## config.mk

```make
export PLATFORM = sky130hd
export DESIGN_NAME = tdpsram_req_ctrl_flat
export DESIGN_NICKNAME = d
export VERILOG_FILES = /design/src/rtl/tdpsram_req_ctrl_if.sv /design/src/rtl/tdpsram_req_ctrl.sv /design/src/flat_wrapper.sv
export SDC_FILE = /design/constraint.sdc
export NUM_CORES = 1
export LEC_CHECK = 0
export ABC_AREA = 1
export BUFFER_PORTS_ARGS = -buffer_cell sky130_fd_sc_hd__buf_2
export CAP_MARGIN = 20
export CORE_AREA = 4 4 124 126
export CTS_CLUSTER_DIAMETER = 80
export DETAILED_ROUTE_END_ITERATION = 12
export DIE_AREA = 0 0 128 130
export PLACE_DENSITY = 0.84
export SLEW_MARGIN = 0
export SYNTH_ARGS = -nofsm -noshare
export SYNTH_HDL_FRONTEND = slang
export SYNTH_SLANG_ARGS = --single-unit
```

## constraint.sdc

```tcl
create_clock -name clk -period 7 [get_ports clk]
set_input_delay 0.7 -clock clk [delete_from_list [all_inputs] [get_ports clk]]
set_output_delay 0.7 -clock clk [all_outputs]
set_load 0.01 [all_outputs]
```

## src/rtl/tdpsram_req_ctrl_if.sv

```systemverilog
// Request/response stream bundle between two clients (A, B) and the dual-port SRAM controller.
interface tdpsram_req_ctrl_if #(
   parameter int unsigned DATA_WIDTH = 32,
   parameter int unsigned DATA_DEPTH = 1024,
   parameter int unsigned BYTE_SIZE  = 8
);
   localparam int unsigned AW = $clog2(DATA_DEPTH);
   localparam int unsigned NB = DATA_WIDTH / BYTE_SIZE;

   logic                  a_req_valid_i;
   logic                  a_req_ready_o;
   logic [AW-1:0]         a_req_addr_i;
   logic [NB-1:0]         a_req_we_i;
   logic [DATA_WIDTH-1:0] a_req_wdata_i;
   logic                  a_resp_valid_o;
   logic                  a_resp_ready_i;
   logic [DATA_WIDTH-1:0] a_resp_rdata_o;

   logic                  b_req_valid_i;
   logic                  b_req_ready_o;
   logic [AW-1:0]         b_req_addr_i;
   logic [NB-1:0]         b_req_we_i;
   logic [DATA_WIDTH-1:0] b_req_wdata_i;
   logic                  b_resp_valid_o;
   logic                  b_resp_ready_i;
   logic [DATA_WIDTH-1:0] b_resp_rdata_o;

   modport master (
      output a_req_valid_i, a_req_addr_i, a_req_we_i, a_req_wdata_i, a_resp_ready_i,
      input  a_req_ready_o, a_resp_valid_o, a_resp_rdata_o,
      output b_req_valid_i, b_req_addr_i, b_req_we_i, b_req_wdata_i, b_resp_ready_i,
      input  b_req_ready_o, b_resp_valid_o, b_resp_rdata_o
   );

   modport slave (
      input  a_req_valid_i, a_req_addr_i, a_req_we_i, a_req_wdata_i, a_resp_ready_i,
      output a_req_ready_o, a_resp_valid_o, a_resp_rdata_o,
      input  b_req_valid_i, b_req_addr_i, b_req_we_i, b_req_wdata_i, b_resp_ready_i,
      output b_req_ready_o, b_resp_valid_o, b_resp_rdata_o
   );
endinterface

```

## src/rtl/tdpsram_req_ctrl.sv

```systemverilog
// Drives both ports of a true-dual-port SRAM from two valid/ready streams, buffering
// responses in 2-entry FIFOs and round-robin resolving same-address collisions.
module tdpsram_req_ctrl #(
   parameter  int unsigned DATA_WIDTH = 32,
   parameter  int unsigned DATA_DEPTH = 1024,
   parameter  int unsigned BYTE_SIZE  = 8,
   localparam int unsigned AW         = $clog2(DATA_DEPTH),
   localparam int unsigned NB         = DATA_WIDTH / BYTE_SIZE
) (
   input  logic                  clk,
   input  logic                  rst,
   tdpsram_req_ctrl_if.slave     s,
   output logic [AW-1:0]         addr0_o,
   output logic                  en0_o,
   output logic [NB-1:0]         we0_o,
   output logic [DATA_WIDTH-1:0] wdata0_o,
   input  logic [DATA_WIDTH-1:0] rdata0_i,
   output logic [AW-1:0]         addr1_o,
   output logic                  en1_o,
   output logic [NB-1:0]         we1_o,
   output logic [DATA_WIDTH-1:0] wdata1_o,
   input  logic [DATA_WIDTH-1:0] rdata1_i
);

   // Index 0 is stream A / SRAM port 0, index 1 is stream B / SRAM port 1.
   logic [1:0]            req_valid, req_ready, accept, space;
   logic [1:0]            resp_valid, resp_ready, pop;
   logic [AW-1:0]         req_addr   [2];
   logic [NB-1:0]         req_we     [2];
   logic [DATA_WIDTH-1:0] req_wdata  [2];
   logic [DATA_WIDTH-1:0] rdata      [2];
   logic [DATA_WIDTH-1:0] resp_rdata [2];

   logic [1:0]            count [2];
   logic [1:0]            inflight, wr_ptr, rd_ptr;
   logic [DATA_WIDTH-1:0] fifo [2][2];
   logic                  prio_b, conflict;

   assign req_valid    = {s.b_req_valid_i, s.a_req_valid_i};
   assign resp_ready   = {s.b_resp_ready_i, s.a_resp_ready_i};
   assign req_addr[0]  = s.a_req_addr_i;
   assign req_addr[1]  = s.b_req_addr_i;
   assign req_we[0]    = s.a_req_we_i;
   assign req_we[1]    = s.b_req_we_i;
   assign req_wdata[0] = s.a_req_wdata_i;
   assign req_wdata[1] = s.b_req_wdata_i;
   assign rdata[0]     = rdata0_i;
   assign rdata[1]     = rdata1_i;

   // Ready looks only at registered occupancy so a same-cycle pop never feeds back.
   always_comb begin
      space[0] = !rst && ((3'(count[0]) + 3'(inflight[0])) < 3'd2);
      space[1] = !rst && ((3'(count[1]) + 3'(inflight[1])) < 3'd2);
      conflict = (&req_valid) && (req_addr[0] == req_addr[1]) && (&space);
      req_ready[0] = space[0] && !(conflict && prio_b);
      req_ready[1] = space[1] && !(conflict && !prio_b);
      accept = req_valid & req_ready;
      resp_valid[0] = !rst && (count[0] != 2'd0);
      resp_valid[1] = !rst && (count[1] != 2'd0);
      pop = resp_valid & resp_ready;
      resp_rdata[0] = fifo[0][rd_ptr[0]];
      resp_rdata[1] = fifo[1][rd_ptr[1]];
   end

   always_ff @(posedge clk) begin
      if (rst) begin
         count[0] <= 2'd0;
         count[1] <= 2'd0;
         inflight <= 2'b00;
         wr_ptr   <= 2'b00;
         rd_ptr   <= 2'b00;
         prio_b   <= 1'b0;
      end else begin
         inflight <= accept;
         if (conflict) prio_b <= !prio_b;
         for (int i = 0; i < 2; i++) begin
            if (inflight[i]) wr_ptr[i] <= !wr_ptr[i];
            if (pop[i])      rd_ptr[i] <= !rd_ptr[i];
            count[i] <= count[i] + 2'(inflight[i]) - 2'(pop[i]);
         end
      end
   end

   // Response storage; occupancy above decides which entries are live.
   always_ff @(posedge clk) begin
      for (int i = 0; i < 2; i++) begin
         if (inflight[i]) fifo[i][wr_ptr[i]] <= rdata[i];
      end
   end

   assign s.a_req_ready_o  = req_ready[0];
   assign s.b_req_ready_o  = req_ready[1];
   assign s.a_resp_valid_o = resp_valid[0];
   assign s.b_resp_valid_o = resp_valid[1];
   assign s.a_resp_rdata_o = resp_rdata[0];
   assign s.b_resp_rdata_o = resp_rdata[1];

   assign addr0_o  = req_addr[0];
   assign en0_o    = accept[0];
   assign we0_o    = accept[0] ? req_we[0] : NB'(0);
   assign wdata0_o = req_wdata[0];
   assign addr1_o  = req_addr[1];
   assign en1_o    = accept[1];
   assign we1_o    = accept[1] ? req_we[1] : NB'(0);
   assign wdata1_o = req_wdata[1];

endmodule

```

## src/flat_wrapper.sv

```systemverilog
// flat-port wrapper written by rule: the top's interface ports become plain ports
module tdpsram_req_ctrl_flat 
#(
   parameter  int unsigned DATA_WIDTH = 32,
   parameter  int unsigned DATA_DEPTH = 1024,
   parameter  int unsigned BYTE_SIZE  = 8,
   localparam int unsigned AW         = $clog2(DATA_DEPTH),
   localparam int unsigned NB         = DATA_WIDTH / BYTE_SIZE
)
  (clk, rst, addr0_o, en0_o, we0_o, wdata0_o, rdata0_i, addr1_o, en1_o, we1_o, wdata1_o, rdata1_i, s_a_req_valid_i, s_a_req_addr_i, s_a_req_we_i, s_a_req_wdata_i, s_a_resp_ready_i, s_a_req_ready_o, s_a_resp_valid_o, s_a_resp_rdata_o, s_b_req_valid_i, s_b_req_addr_i, s_b_req_we_i, s_b_req_wdata_i, s_b_resp_ready_i, s_b_req_ready_o, s_b_resp_valid_o, s_b_resp_rdata_o);
  tdpsram_req_ctrl_if #(.DATA_WIDTH(DATA_WIDTH), .DATA_DEPTH(DATA_DEPTH), .BYTE_SIZE(BYTE_SIZE)) s_i ();
  input  logic clk;
  input  logic rst;
  output logic [AW-1:0] addr0_o;
  output logic en0_o;
  output logic [NB-1:0] we0_o;
  output logic [DATA_WIDTH-1:0] wdata0_o;
  input  logic [DATA_WIDTH-1:0] rdata0_i;
  output logic [AW-1:0] addr1_o;
  output logic en1_o;
  output logic [NB-1:0] we1_o;
  output logic [DATA_WIDTH-1:0] wdata1_o;
  input  logic [DATA_WIDTH-1:0] rdata1_i;
  input wire logic [$bits(s_i.a_req_valid_i)-1:0] s_a_req_valid_i;
  input wire logic [$bits(s_i.a_req_addr_i)-1:0] s_a_req_addr_i;
  input wire logic [$bits(s_i.a_req_we_i)-1:0] s_a_req_we_i;
  input wire logic [$bits(s_i.a_req_wdata_i)-1:0] s_a_req_wdata_i;
  input wire logic [$bits(s_i.a_resp_ready_i)-1:0] s_a_resp_ready_i;
  output wire logic [$bits(s_i.a_req_ready_o)-1:0] s_a_req_ready_o;
  output wire logic [$bits(s_i.a_resp_valid_o)-1:0] s_a_resp_valid_o;
  output wire logic [$bits(s_i.a_resp_rdata_o)-1:0] s_a_resp_rdata_o;
  input wire logic [$bits(s_i.b_req_valid_i)-1:0] s_b_req_valid_i;
  input wire logic [$bits(s_i.b_req_addr_i)-1:0] s_b_req_addr_i;
  input wire logic [$bits(s_i.b_req_we_i)-1:0] s_b_req_we_i;
  input wire logic [$bits(s_i.b_req_wdata_i)-1:0] s_b_req_wdata_i;
  input wire logic [$bits(s_i.b_resp_ready_i)-1:0] s_b_resp_ready_i;
  output wire logic [$bits(s_i.b_req_ready_o)-1:0] s_b_req_ready_o;
  output wire logic [$bits(s_i.b_resp_valid_o)-1:0] s_b_resp_valid_o;
  output wire logic [$bits(s_i.b_resp_rdata_o)-1:0] s_b_resp_rdata_o;
  assign s_i.a_req_valid_i = s_a_req_valid_i;
  assign s_i.a_req_addr_i = s_a_req_addr_i;
  assign s_i.a_req_we_i = s_a_req_we_i;
  assign s_i.a_req_wdata_i = s_a_req_wdata_i;
  assign s_i.a_resp_ready_i = s_a_resp_ready_i;
  assign s_a_req_ready_o = s_i.a_req_ready_o;
  assign s_a_resp_valid_o = s_i.a_resp_valid_o;
  assign s_a_resp_rdata_o = s_i.a_resp_rdata_o;
  assign s_i.b_req_valid_i = s_b_req_valid_i;
  assign s_i.b_req_addr_i = s_b_req_addr_i;
  assign s_i.b_req_we_i = s_b_req_we_i;
  assign s_i.b_req_wdata_i = s_b_req_wdata_i;
  assign s_i.b_resp_ready_i = s_b_resp_ready_i;
  assign s_b_req_ready_o = s_i.b_req_ready_o;
  assign s_b_resp_valid_o = s_i.b_resp_valid_o;
  assign s_b_resp_rdata_o = s_i.b_resp_rdata_o;
  tdpsram_req_ctrl #(.DATA_WIDTH(DATA_WIDTH), .DATA_DEPTH(DATA_DEPTH), .BYTE_SIZE(BYTE_SIZE)) u_core (.clk(clk), .rst(rst), .s(s_i), .addr0_o(addr0_o), .en0_o(en0_o), .we0_o(we0_o), .wdata0_o(wdata0_o), .rdata0_i(rdata0_i), .addr1_o(addr1_o), .en1_o(en1_o), .we1_o(we1_o), .wdata1_o(wdata1_o), .rdata1_i(rdata1_i));
endmodule
```

=== Yosys cells after proc, flatten, opt, wreduce, memory -nomap -nowiden ===
Memories as Yosys holds them, arrays and structs flattened.
Cells that the tools add are included.

* Equal/unequal tests: 1
* Add/subtract/negate cells: 6
* Mux-type cells: 21
* Reduce and logical (&&, ||, !) cells: 24
* $lt $le $gt $ge: 8
* Bitwise logic cells: 8

{| class="wikitable"
|+ Operators by type and width
! cell !! count
|-
| $mux 32 || 8
|-
| $mux 64 || 2
|-
| $demux 32 s1 || 2
|-
| $logic_and 1x1->1 || 12
|-
| $eq 10x10->1 || 1
|-
| $ge 2x2->1 const B || 4
|-
| $logic_not 1->1 || 8
|-
| $mux 4 || 2
|-
| $not 1->2 || 4
|-
| $add 2x1->3 || 2
|-
| $lt 3x2->1 const B || 2
|-
| $mux 1 || 5
|-
| $add 2x1->2 || 2
|-
| $and 2x2->2 || 2
|-
| $lt 2x1->1 const B || 2
|-
| $mux 2 || 2
|-
| $reduce_and 2->1 || 2
|-
| $reduce_bool 2->1 || 2
|-
| $sub 2x1->2 || 2
|-
| $or 1x1->1 || 2
|}

* RAM bits: 132
* Word-level logic and storage cells: 76
* Bits in registers: 7
* Memories: 2
* Output and inout port bits: 162
* Input bits: 162

{| class="wikitable"
|+ Memory list
! memory !! words !! width !! read ports !! clocked after Yosys merged registers in !! wr ports !! RTL line !! text
|-
| u_core.fifo || 2 || 64 || 2 || 0 || 2 || tdpsram_req_ctrl.sv:36 || <nowiki>logic [DATA_WIDTH-1:0] fifo [2][2];</nowiki>
|-
| u_core.count || 2 || 2 || 2 || 0 || 2 || tdpsram_req_ctrl.sv:34 || <nowiki>logic [1:0] count [2];</nowiki>
|}

=== Depth between registers and ports, before layout ===
Gate-level depths: netlist (run 1).

* Depth after elaboration: 10
* Gate-level depth with buffers: 10
* Gate-level depth less buffers: 10

=== Worst setup path before layout (run 1) ===
OpenSTA, ideal clock, no wires.

* Path kind: register to register
* From: reg u_core.inflight[1]
* To: mem u_core.fifo[0][100] (netlist bit), enable pin
* Clock period less this slack: 2.197 ns
* Required time: 6.579 ns
* Arrival time: 1.775 ns
* Setup time: 0.421 ns
* Slack: 4.803 ns
* Path buffers: 0
* Stages on the path, launching flop included: 3
* Cells stage by stage: dfxtp_1 > inv_1 > nor2_1

{| class="wikitable"
|+ RTL lines
! what !! RTL line !! text
|-
| start, declared || tdpsram_req_ctrl.sv:35 || <nowiki>logic [1:0] inflight, wr_ptr, rd_ptr;</nowiki>
|-
| start signal, assigned || tdpsram_req_ctrl.sv:74 || <nowiki>inflight <= accept;</nowiki>
|-
| end, declared || tdpsram_req_ctrl.sv:36 ||
|}

=== Worst setup path in the final report (run 1) ===
* From: reg u_core.rd_ptr[1]
* To: out s_b_resp_rdata_o[30]

* Word-level cells in the longest chain between the ends: 4

{| class="wikitable"
|+ Ends and longest elaborated chain
! what !! RTL line !! text
|-
| start, declared || tdpsram_req_ctrl.sv:35 ||
|-
| start signal, assigned by index || tdpsram_req_ctrl.sv:78 || <nowiki>if (pop[i]) rd_ptr[i] <= !rd_ptr[i];</nowiki>
|-
| $not 1->2 (not written as such) || tdpsram_req_ctrl.sv:62 || <nowiki>resp_rdata[1] = fifo[1][rd_ptr[1]];</nowiki>
|-
| $mux 32 (not written as such) (3 in a row) || tdpsram_req_ctrl.sv:62 ||
|-
| end, declared || flat_wrapper.sv:39 || <nowiki>output wire logic [$bits(s_i.b_resp_rdata_o)-1:0] s_b_resp_rdata_o;</nowiki>
|}

No other way between the ends. The select of a mux whose other input is x is not followed.

==> impl_results.md, run 1 <==
* Outcome: finished, final reports clean
* Sw Ratio at 0.252
* Crit-path max cell delay at 0.83 ns
* Cell Rows at 44
* Minimum clock period at 3.13 ns
* WL per Instance at 16.4 um
* Sw power at 0.000524 W
* DP HPWL at 11200 um
* Fill count at 1269
* Post-cts hold buffer count at 0
* Period Utilization, post-route at 0.447
* Commonest non-fill, non-tap cells in the layout: 232 x nand2_1, 195 x buf_2, 128 x edfxtp_1
* Worst-path fanout max at 34
* Max Cap Violations at 0
* DRT Pass-1 Iters at 4
* VDD IR-drop max at 0.205 mV
* Reg2Reg Setup Slack at 4.90 ns
* Area grow syn2layout at 18.4%
* Root buffer cell: clkbuf_16
* CP Cell Sequence: buf_4, clkinv_1, nand2_1, nand2_1, buf_2
* Clk_skew at 0.00792 ns
* Setup TNS at 0 ns
* Fin util at 0.510
* Crit Path Class: flop to output port
* Vias in the first global route at 3829
* WL met3 at 1930 um
* Critical path data arrival time at 2.43 ns
* Global-route wire length before repair at 21100 um
* Num ports at 324
* Total wire length at 14600 um
* Post-DRT Antenna Nets at 0
* Final Max Slew Viols at 0
* Most used cell, CP: nand2_1
* Die X at 128 um
* Mapped Avg Cell Area at 10.8 um^2
* Clock tree buffer depth at 2
* Gr usage total at 0.171
* Worst setup EP type: output port
* Grt ovf at 0
* Synth cell types at 22
* Static Leak at 3.40 nW
* Critical Path RT at 6.30 ns
* CTS tree: yes
* Fin worst setup slack at 3.87 ns
* Layout cells sized above 1 at 0.352
* Die ar. at 16600 um^2
* Fmax at 0.320 GHz
* Sequential power share at 0.469
* Slew headroom at 0.368
* Worst hold path class: flop to flop
* DRC at 0
* Vias per Instance at 4.51
* Initial Util at 0.431
* Final setup violation count at 0
* Cts bufs inserted at 17
* Post-place setup slack at 4.17 ns
* Cell-internal power at 0.00156 W
* Vias post-DR at 4025
* Sequential Area at 4060 um^2
* Core area at 14300 um^2
* Post-CTS Setup Repair Bufs at 0
* Fin nets at 860
* # resized after CTS at 0
* Largest net degree at the start of global routing at 35
* PwrDens at 285 nW/um^2
* Post-synthesis sequential area ratio at 0.659
* Comb pwr share at 0.137
* Slowest CP cell: clkinv_1
* Critical Path Source Type: flop
* CTS sink count at 139
* M1 WL at 4750 um
* Synthesized net count at 739
* Gpl congestion at 0.827
* FF+latch count, synth at 139
* Die Ht at 130 um
* CTS H-tree depth at 4
* Worst Max-Slew Pin Slew at 0.942 ns
* Top sig layer: met4
* Met2 WL post-DR at 7580 um
* Multi-input logic area at 1210 um^2
* Post-Syn Instances at 573
* DRT iter0 DRCs at 165
* Initial antenna violation count at 0
* Clock power share at 0.393
* Post-Syn Area at 6160 um^2
* Synth warn at 0
* Port Buffer Count at 195
* Clk_lat worst skew at 0.41 ns
* Hold Vio Cnt, Final at 0
* Reg clk slew, reported paths at 0.06 ns
* Most common cell after layout, fill and taps aside: nand2_1
* RSZ-0062 raised after global routing: false
==> stage by stage <==
stage	cells	hold WS, ns	area, um^2	power (W)
4_1_cts	890	0.457	7270	0.00210
3_3_place_gp	858	0.434	6720	0.00127
3_5_place_dp	858	0.453	6720	0.00128
2_1_floorplan	573	0.422	6160	0.00119
6_report	892	0.460	7300	0.00208
5_1_grt	891	0.462	7300	0.00218
==> flip-flops by register name, indices dropped and copies added (netlist names) <==
name	count
u_core.wr_ptr	2
u_core.prio_b	1
u_core.count	4
u_core.inflight	2
u_core.fifo	128
u_core.rd_ptr	2
==> final cells by class <==
type                    instances  share of cell area
flip-flops and latches        139               0.557
inverters                      53              0.0279
diodes                          1            0.000343
multi-input cells             282               0.166
well taps                     184              0.0315
repair buffers                201               0.143
clock inverters                15              0.0168
clock buffers                  17              0.0583
==> worst max-delay path, delay by kind of cell (launching register included) <==
kind / cells / cell delay [ns]
buffers and inverters: 3 / 1.30
and+or+nand+nor: 2 / 0.39
DFF: 1 / 0.31
==> power by group through the flow <==
stage | logic (W) | clock network (W) | registers, W
after floorplan | 0.000202 | 0 | 0.000990
after global placement | 0.000279 | 0 | 0.000992
final | 0.000286 | 0.000818 | 0.000976
after CTS | 0.000289 | 0.000838 | 0.000976
after global routing | 0.000320 | 0.000875 | 0.000980
after detailed placement | 0.000288 | 0 | 0.000993
==> Yosys cell counts <==
| cell type | instances | area (um^2) |
|---|---|---|
| inv_6 | 1 | 8.76 |
| clkinv_1 | 2 | 7.51 |
| nand3_4 | 2 | 35.0 |
| dfxtp_1 | 11 | 220 |
| o21ai_0 | 4 | 20.0 |
| a21oi_1 | 6 | 30.0 |
| buf_6 | 1 | 11.3 |
| nor2_2 | 5 | 31.3 |
| xor2_1 | 2 | 17.5 |
| inv_1 | 47 | 176 |
| clkbuf_1 | 13 | 48.8 |
| nand3_2 | 4 | 40.0 |
| inv_2 | 3 | 11.3 |
| buf_4 | 84 | 631 |
| nand4_1 | 1 | 6.26 |
| nor3_1 | 2 | 10.0 |
| nor2_4 | 2 | 22.5 |
| buf_2 | 1 | 5.00 |
| edfxtp_1 | 128 | 3840 |
| nor2_1 | 18 | 67.6 |
| ha_1 | 4 | 50.1 |
| nand2_1 | 232 | 871 |
==> logic make-up after synthesis <==
group | Yosys count | share of synthesized area
buffers and inverters | 152 | 0.146
adder cells (fa/ha/maj) | 4 | 0.00812
AO/OA/AOI/OAI | 10 | 0.00812
flip-flops | 139 | 0.659
XOR/XNOR | 2 | 0.00284
AND/OR/NAND/NOR | 266 | 0.176
==> layer usage <==
metal,up-vias,global-route usage
met2,220,0.293
li1,1992,-
met4,0,0.0749
met1,1793,0.174
met5,-,0
met3,20,0.0901
==> worst paths after layout <==
kind	start	to	depth (start not counted)
max reg2reg	u_core.rd_ptr[1]$_SDFFE_PP0P_	u_core.rd_ptr[1]$_SDFFE_PP0P_	4
min reg2reg	u_core.count[0][1]$_SDFF_PP0_	u_core.count[0][1]$_SDFF_PP0_	1
max	u_core.rd_ptr[1]$_SDFFE_PP0P_	s_b_resp_rdata_o[30]	5
min	u_core.count[0][1]$_SDFF_PP0_	u_core.count[0][1]$_SDFF_PP0_	1
No activity file was read; power rests on OpenSTA's default activity.
==> run 2, diff against run 1 <==
--- a/config.mk
+++ b/config.mk
@@ -5,13 +5,13 @@
 export SDC_FILE = /design/constraint.sdc
 export NUM_CORES = 1
 export LEC_CHECK = 0
-export ABC_AREA = 1
+export ABC_AREA = 0
 export BUFFER_PORTS_ARGS = -buffer_cell sky130_fd_sc_hd__buf_2
 export CAP_MARGIN = 20
-export CORE_AREA = 4 4 124 126
+export CORE_MARGIN = 4
+export CORE_UTILIZATION = 41
 export CTS_CLUSTER_DIAMETER = 80
 export DETAILED_ROUTE_END_ITERATION = 12
-export DIE_AREA = 0 0 128 130
 export PLACE_DENSITY = 0.84
 export SLEW_MARGIN = 0
 export SYNTH_ARGS = -nofsm -noshare
==> constraint.sdc (replaced) <==
create_clock -name clk -period 2.6 [get_ports clk]
set_input_delay 0.26 -clock clk [delete_from_list [all_inputs] [get_ports clk]]
set_output_delay 0.26 -clock clk [all_outputs]
set_load 0.01 [all_outputs]
==> run 2 against run 1 <==
  * Clock power rose to 2.8 times the previous value
  * Utilization fell by 1.5 points
  * Register-to-register slack got worse by 4.0 ns
  * Cell count fell by 22%
  * Sequential power rose to 2.8 times the previous value
  * Critical path depth rose by 1
  * Global-route usage fell by 1.3 points
  * Non-clock buffer count rose by 1
  * Area after synthesis fell by 2.2%
  * Total power rose to 2.8 times the previous value
  * Worst hold slack got worse by 0.42 ns
  * First-iteration DRC count fell by 38%
==> impl_results.md, run 2 <==
* Mapped Avg Cell Area at 16.1 um^2
* Fill count at 1222
* PwrDens at 817 nW/um^2
* Final Max Slew Viols at 0
* Worst-path fanout max at 15
* CTS sink count at 139
* Post-Syn Area at 6030 um^2
* DRT iter0 DRCs at 103
* Num ports at 324
* CTS H-tree depth at 4
* Synth cell types at 25
* Fmax at 0.455 GHz
* Sequential Area at 4060 um^2
* VDD IR-drop max at 0.414 mV
* Slowest CP cell: dfxtp_1
* Clock tree buffer depth at 2
* Hold Vio Cnt, Final at 0
* Area grow syn2layout at 18.9%
* Post-CTS Setup Repair Bufs at 0
* Total wire length at 13500 um
* Initial antenna violation count at 0
* Layout cells sized above 1 at 0.593
* Worst Max-Slew Pin Slew at 0.466 ns
* Die ar. at 16700 um^2
* Critical Path RT at 2.34 ns
* Post-synthesis sequential area ratio at 0.674
* Fin util at 0.495
* Critical path data arrival time at 1.94 ns
* Most frequent cells after synthesis: 128 x edfxtp_1, 84 x buf_4, 64 x mux2_2
* Synth warn at 0
* Gr usage total at 0.157
* Commonest non-fill, non-tap cells in the layout: 195 x buf_2, 128 x edfxtp_1, 64 x mux2_2
* Gpl congestion at 0.758
* DRC at 0
* Prevailing post-synth register cell: edfxtp_1
* Clk_skew at 0.00718 ns
* Final setup violation count at 0
* Worst setup EP type: output port
* Slew headroom at 0.690
* Ys async rst share at 0
* Minimum clock period at 2.20 ns
* CTS tree: yes
* Grt ovf at 0
* Post-synth top area share at 0.638
* Post-DRT Antenna Nets at 0
* Largest net degree at the start of global routing at 34
* Vias in the first global route at 3490
* Fin worst setup slack at 0.400 ns
* Global-route wire length before repair at 19400 um
* Core area at 14500 um^2
* Most common cell after layout, fill and taps aside: buf_2
* WL per Instance at 19.5 um
* Placed insts at 665
* Cell Rows at 44
* Die Ht at 129 um
* # resized after CTS at 0
* Die X at 129 um
* Crit Path Class: flop to output port
* Root buffer cell: clkbuf_16
* Max reg flops at 128
* Final hold slack at 0.0407 ns
* Post-cts hold buffer count at 0
* Top cell type by total area after synthesis: edfxtp_1
* Post-place setup slack at 0.717 ns
* Top cells by area, synth: edfxtp_1 64%, mux2_2 12%, buf_4 10%
* Static Leak at 2.80 nW
* FF+latch count, synth at 139
* Vias post-DR at 3308
* Outcome: finished, final reports clean
* Max Cap Violations at 0
* Cts bufs inserted at 17
* Clk_lat worst skew at 0.41 ns
* Initial Util at 0.416
* Critical Path Source Type: flop
* Vias per Instance at 4.76
* Top-count cell post-synth: edfxtp_1
* RSZ-0062 raised after global routing: false
* Reg clk slew, reported paths at 0.05 ns
* Post-Syn Instances at 374
* DP HPWL at 10500 um
* DRT Pass-1 Iters at 4
* Antenna diodes at 0
* CP Cell Sequence: a211oi_2, nand4_1, nor4_4, buf_4, a21boi_1, buf_2
* Synthesized net count at 540
* Setup TNS at 0 ns
* Multi-input logic area at 1260 um^2
* Crit-path max cell delay at 0.33 ns
* Fin nets at 666
* Non-filler cells, final at 695
* Worst hold path class: primary input to flop
* Number of synthesized flops with an enable pin at 128
* Port Buffer Count at 195
* Period Utilization, post-route at 0.846
run 2: changes by cell type after synthesis, sizes merged, moves of 10 or more:
| cell | before | now |
|---|---|---|
| mux2 | 0 | 64 |
| nand2 | 232 | 9 |
| nor2 | 25 | 6 |
| inv | 51 | 5 |
| xnor2 | 0 | 16 |
| clkbuf | 13 | 3 |
run 2: area by class of cell:
class | count | share of cell area
sequential | 139 | 0.567
clock buffer | 20 | 0.0609
inverter | 5 | 0.00262
multi-input combinational | 135 | 0.176
clock inverter | 10 | 0.0176
timing repair buffer | 202 | 0.144
tap | 184 | 0.0321
run 2: cells by family after synthesis:
kind of cell	after synthesis	share of synthesized area
XOR/XNOR	18	0.0262
adder cells (fa/ha/maj)	4	0.00830
flip-flops	139	0.674
AO/OA/AOI/OAI	18	0.0253
multiplexers	65	0.121
buffers and inverters	100	0.117
AND/OR/NAND/NOR	30	0.0274
run 2: final timing paths:
| kind | from | to | slack (ns) | depth (start not counted) |
|---|---|---|---|---|
| max reg2reg | u_core.count[0][2]$_SDFF_PP0_ | u_core.count[0][3]$_SDFF_PP0_ | 0.88 | 8 |
| min reg2reg | u_core.rd_ptr[0]$_SDFFE_PP0P_ | u_core.rd_ptr[0]$_SDFFE_PP0P_ | 0.54 | 2 |
| max | u_core.count[0][0]$_SDFF_PP0_ | en1_o | 0.40 | 6 |
| min | rdata1_i[11] | u_core.fifo[0][75]$_DFFE_PP_ | 0.04 | 1 |
run 2: per-layer routing:
layer | vias to the layer above | part of all wire | global-route usage
li1 | 1526 | - | -
met1 | 1572 | 0.31 | 0.143
met2 | 183 | 0.53 | 0.280
met3 | 27 | 0.13 | 0.0878
met4 | 0 | 0.030 | 0.0797
met5 | - | 0 | 0
run 2: power breakdown:
| part | switching (W) | internal [W] |
|---|---|---|
| combinational | 0.000460 | 0.000420 |
| clock | 0.000804 | 0.00148 |
| sequential | 0.0000573 | 0.00263 |
| total | 0.00132 | 0.00453 |
run 2: through the flow:
stage | total power [W] | area [um^2]
after floorplan | 0.00337 | 6030
after global placement | 0.00359 | 6600
after detailed placement | 0.00363 | 6600
after CTS | 0.00594 | 7170
after global routing | 0.00610 | 7170
final | 0.00585 | 7170
run 2: worst max-delay path: cells and delay by family (launching register included):
kind | cells | cell delay [ns]
buffers and inverters | 2 | 0.43
flip-flops | 1 | 0.33
AO/OA/AOI/OAI | 2 | 0.41
AND/OR/NAND/NOR | 2 | 0.35
==> run 3, diff against run 2 <==
--- a/config.mk
+++ b/config.mk
@@ -5,7 +5,7 @@
 export SDC_FILE = /design/constraint.sdc
 export NUM_CORES = 1
 export LEC_CHECK = 0
-export ABC_AREA = 0
+export ABC_AREA = 1
 export BUFFER_PORTS_ARGS = -buffer_cell sky130_fd_sc_hd__buf_2
 export CAP_MARGIN = 20
 export CORE_MARGIN = 4
==> constraint.sdc (replaced) <==
create_clock -name clk -period 1.79 [get_ports clk]
set_input_delay 0.179 -clock clk [delete_from_list [all_inputs] [get_ports clk]]
set_output_delay 0.179 -clock clk [all_outputs]
set_load 0.01 [all_outputs]
==> run 3 against run 2 <==
  * Clock skew up 0.011 ns
  * Worst hold slack better by 0.049 ns
  * Combinational power up 50%
  * Register-to-register slack worse by 0.77 ns
  * Worst setup slack worse by 0.38 ns
  * Clock power up 35%
  * Routed wire length up 24%
  * Via count up 33%
  * Total power up 41%
  * Design area up 12%
  * Cell count up 39%
==> impl_results.md, run 3 (synthesis gave the netlist of run 1 again) <==
* Die ar. at 17100 um^2
* Most common cell after layout, fill and taps aside: nand2_1
* Non-filler cells, final at 963
* Final setup violation count at 0
* Initial Util at 0.421
* DRT iter0 DRCs at 189
* Num ports at 324
* Grt ovf at 0
* Worst setup EP type: output port
* Commonest non-fill, non-tap cells in the layout: 228 x nand2_1, 194 x buf_2, 128 x edfxtp_1
* Design area at 8060 um^2
* Critical path data arrival time at 1.59 ns
* Worst R2R Start: u_core.count[0][3]$_SDFF_PP0_
* Reg2Reg Setup Slack at 0.11 ns
* Root buffer cell: clkbuf_16
* Crit Path Class: flop to output port
* Cell Rows at 44
* Clk_lat worst skew at 0.41 ns
* Reg2Reg Capture Point: u_core.count[0][3]$_SDFF_PP0_
* VDD IR-drop max at 0.954 mV
* Hold worst-path end: u_core.rd_ptr[0]$_SDFFE_PP0P_
* RSZ-0062 raised after global routing: true
* Reg2reg path depth at 10
* Clock tree buffer depth at 2
* Antenna diodes at 0
* Gr usage total at 0.184
* Worst-path fanout max at 6
* Vias per Instance at 4.57
* Global-route wire length before repair at 23300 um
* Cell Area, Placed at 6800 um^2
* Initial antenna violation count at 0
* Post-place setup slack at 0.108 ns
* Die X at 131 um
* Static Leak at 3.71 nW
* Outcome: finished, final reports clean
* Fin worst setup slack at 0.0212 ns
* Final hold slack at 0.0900 ns
* WL per Instance at 17.4 um
* Critical Path Source Type: flop
* Slew headroom at 0.746
* Vias post-DR at 4402
* Largest net degree at the start of global routing at 35
* Max reg flops at 128
* Cts bufs inserted at 17
* Hold Vio Cnt, Final at 0
* DP HPWL at 11500 um
* CTS sink count at 139
* Post-DRT Antenna Nets at 0
* Port Buffer Count at 195
* Reg clk slew, reported paths at 0.06 ns
* Critical Path RT at 1.61 ns
* CTS tree: yes
* Fmax at 0.565 GHz
* Die Ht at 131 um
* PwrDens at 1020 nW/um^2
* Max Cap Violations at 0
* Clk_skew at 0.0182 ns
* Worst hold path class: primary input to flop
* DRT Pass-1 Iters at 5
* Vias in the first global route at 4348
* HP Start: s_a_resp_ready_i
* DRC at 0
* Core area at 14600 um^2
* Area grow syn2layout at 30.7%
* Worst Max-Slew Pin Slew at 0.381 ns
* CTS H-tree depth at 4
* Placed insts at 861
* Fin nets at 934
* Period Utilization, post-route at 0.988
* Minimum clock period at 1.77 ns
* Total wire length at 16700 um
* Hold path depth at 3
* Final Max Slew Viols at 0
* Gpl congestion at 0.786
* Layout cells sized above 1 at 0.336
-- run 3: changes by cell type in the layout (fill, tap and decap cells not counted), moves of 10 or more --
cell,delta
xnor2_1,-16
nor2_1,+10
dlygate4sd3_1,+64
inv_1,+41
mux2_2,-64
nand2_1,+219
-- run 3: stage by stage --
stage / setup TNS [ns] / power, W / utilization
floorplan: 0 / 0.00466 / -
global placement: 0 / 0.00500 / 0.464
detailed placement: 0 / 0.00504 / 0.464
CTS: -0.0603 / 0.00826 / 0.548
global route: -1.17 / 0.00863 / 0.550
finish: 0 / 0.00822 / 0.550
-- run 3: repair_timing --
action	in CTS	in global routing
setup endpoints to repair	10	14
cloned	0	0
resized for setup	10	2
hold buffers	64	0
buffers inserted	5	3
pin swaps	3	4
endpoints found under the hold margin	128	0
-- run 3: worst max path at each step --
| stage | startpoint | to | slack (ns) | cells after the start |
|---|---|---|---|---|
| floorplan | u_core.inflight[1]$_SDFF_PP0_ | u_core.fifo[0][100]$_DFFE_PP_ | 0.13 | 2 |
| detailed placement | u_core.count[0][3]$_SDFF_PP0_ | u_core.count[0][3]$_SDFF_PP0_ | 0.11 | 10 |
| global placement | u_core.count[0][3]$_SDFF_PP0_ | u_core.count[0][3]$_SDFF_PP0_ | 0.24 | 10 |
| finish | u_core.count[0][1]$_SDFF_PP0_ | we0_o[2] | 0.02 | 9 |
| CTS | u_core.count[0][1]$_SDFF_PP0_ | we0_o[2] | -0.01 | 9 |
| global route | u_core.inflight[0]$_SDFF_PP0_ | we0_o[2] | -0.10 | 9 |
-- run 3: metal layers --
metal / routed length, um / global-route usage
met5: 0 / 0
met1: 5410 / 0.167
met3: 1930 / 0.101
met2: 9080 / 0.345
met4: 304 / 0.0599
-- run 3: critical path, cell delays in order (launching register included) --
cell,delay [ns]
dfxtp_2,0.33
inv_2,0.06
nand3_2,0.08
nor2_2,0.09
nand2_2,0.07
nor2_4,0.15
nand3_4,0.11
nand3_4,0.12
nor2_2,0.04
buf_2,0.13
-- run 3: layout make-up --
| cell class | count | area (um^2) |
|---|---|---|
| fill | 1175 | 6590 |
| tap | 184 | 230 |
| clock inverter | 9 | 76.3 |
| multi-input combinational | 282 | 1240 |
| inverter | 53 | 204 |
| clock buffer | 21 | 440 |
| timing repair buffer | 275 | 1790 |
| sequential | 139 | 4070 |
-- run 3: power by group --
group,internal [W],switching [W]
clock,0.00187,0.00121
sequential,0.00376,0.0000619
combinational,0.000549,0.000769
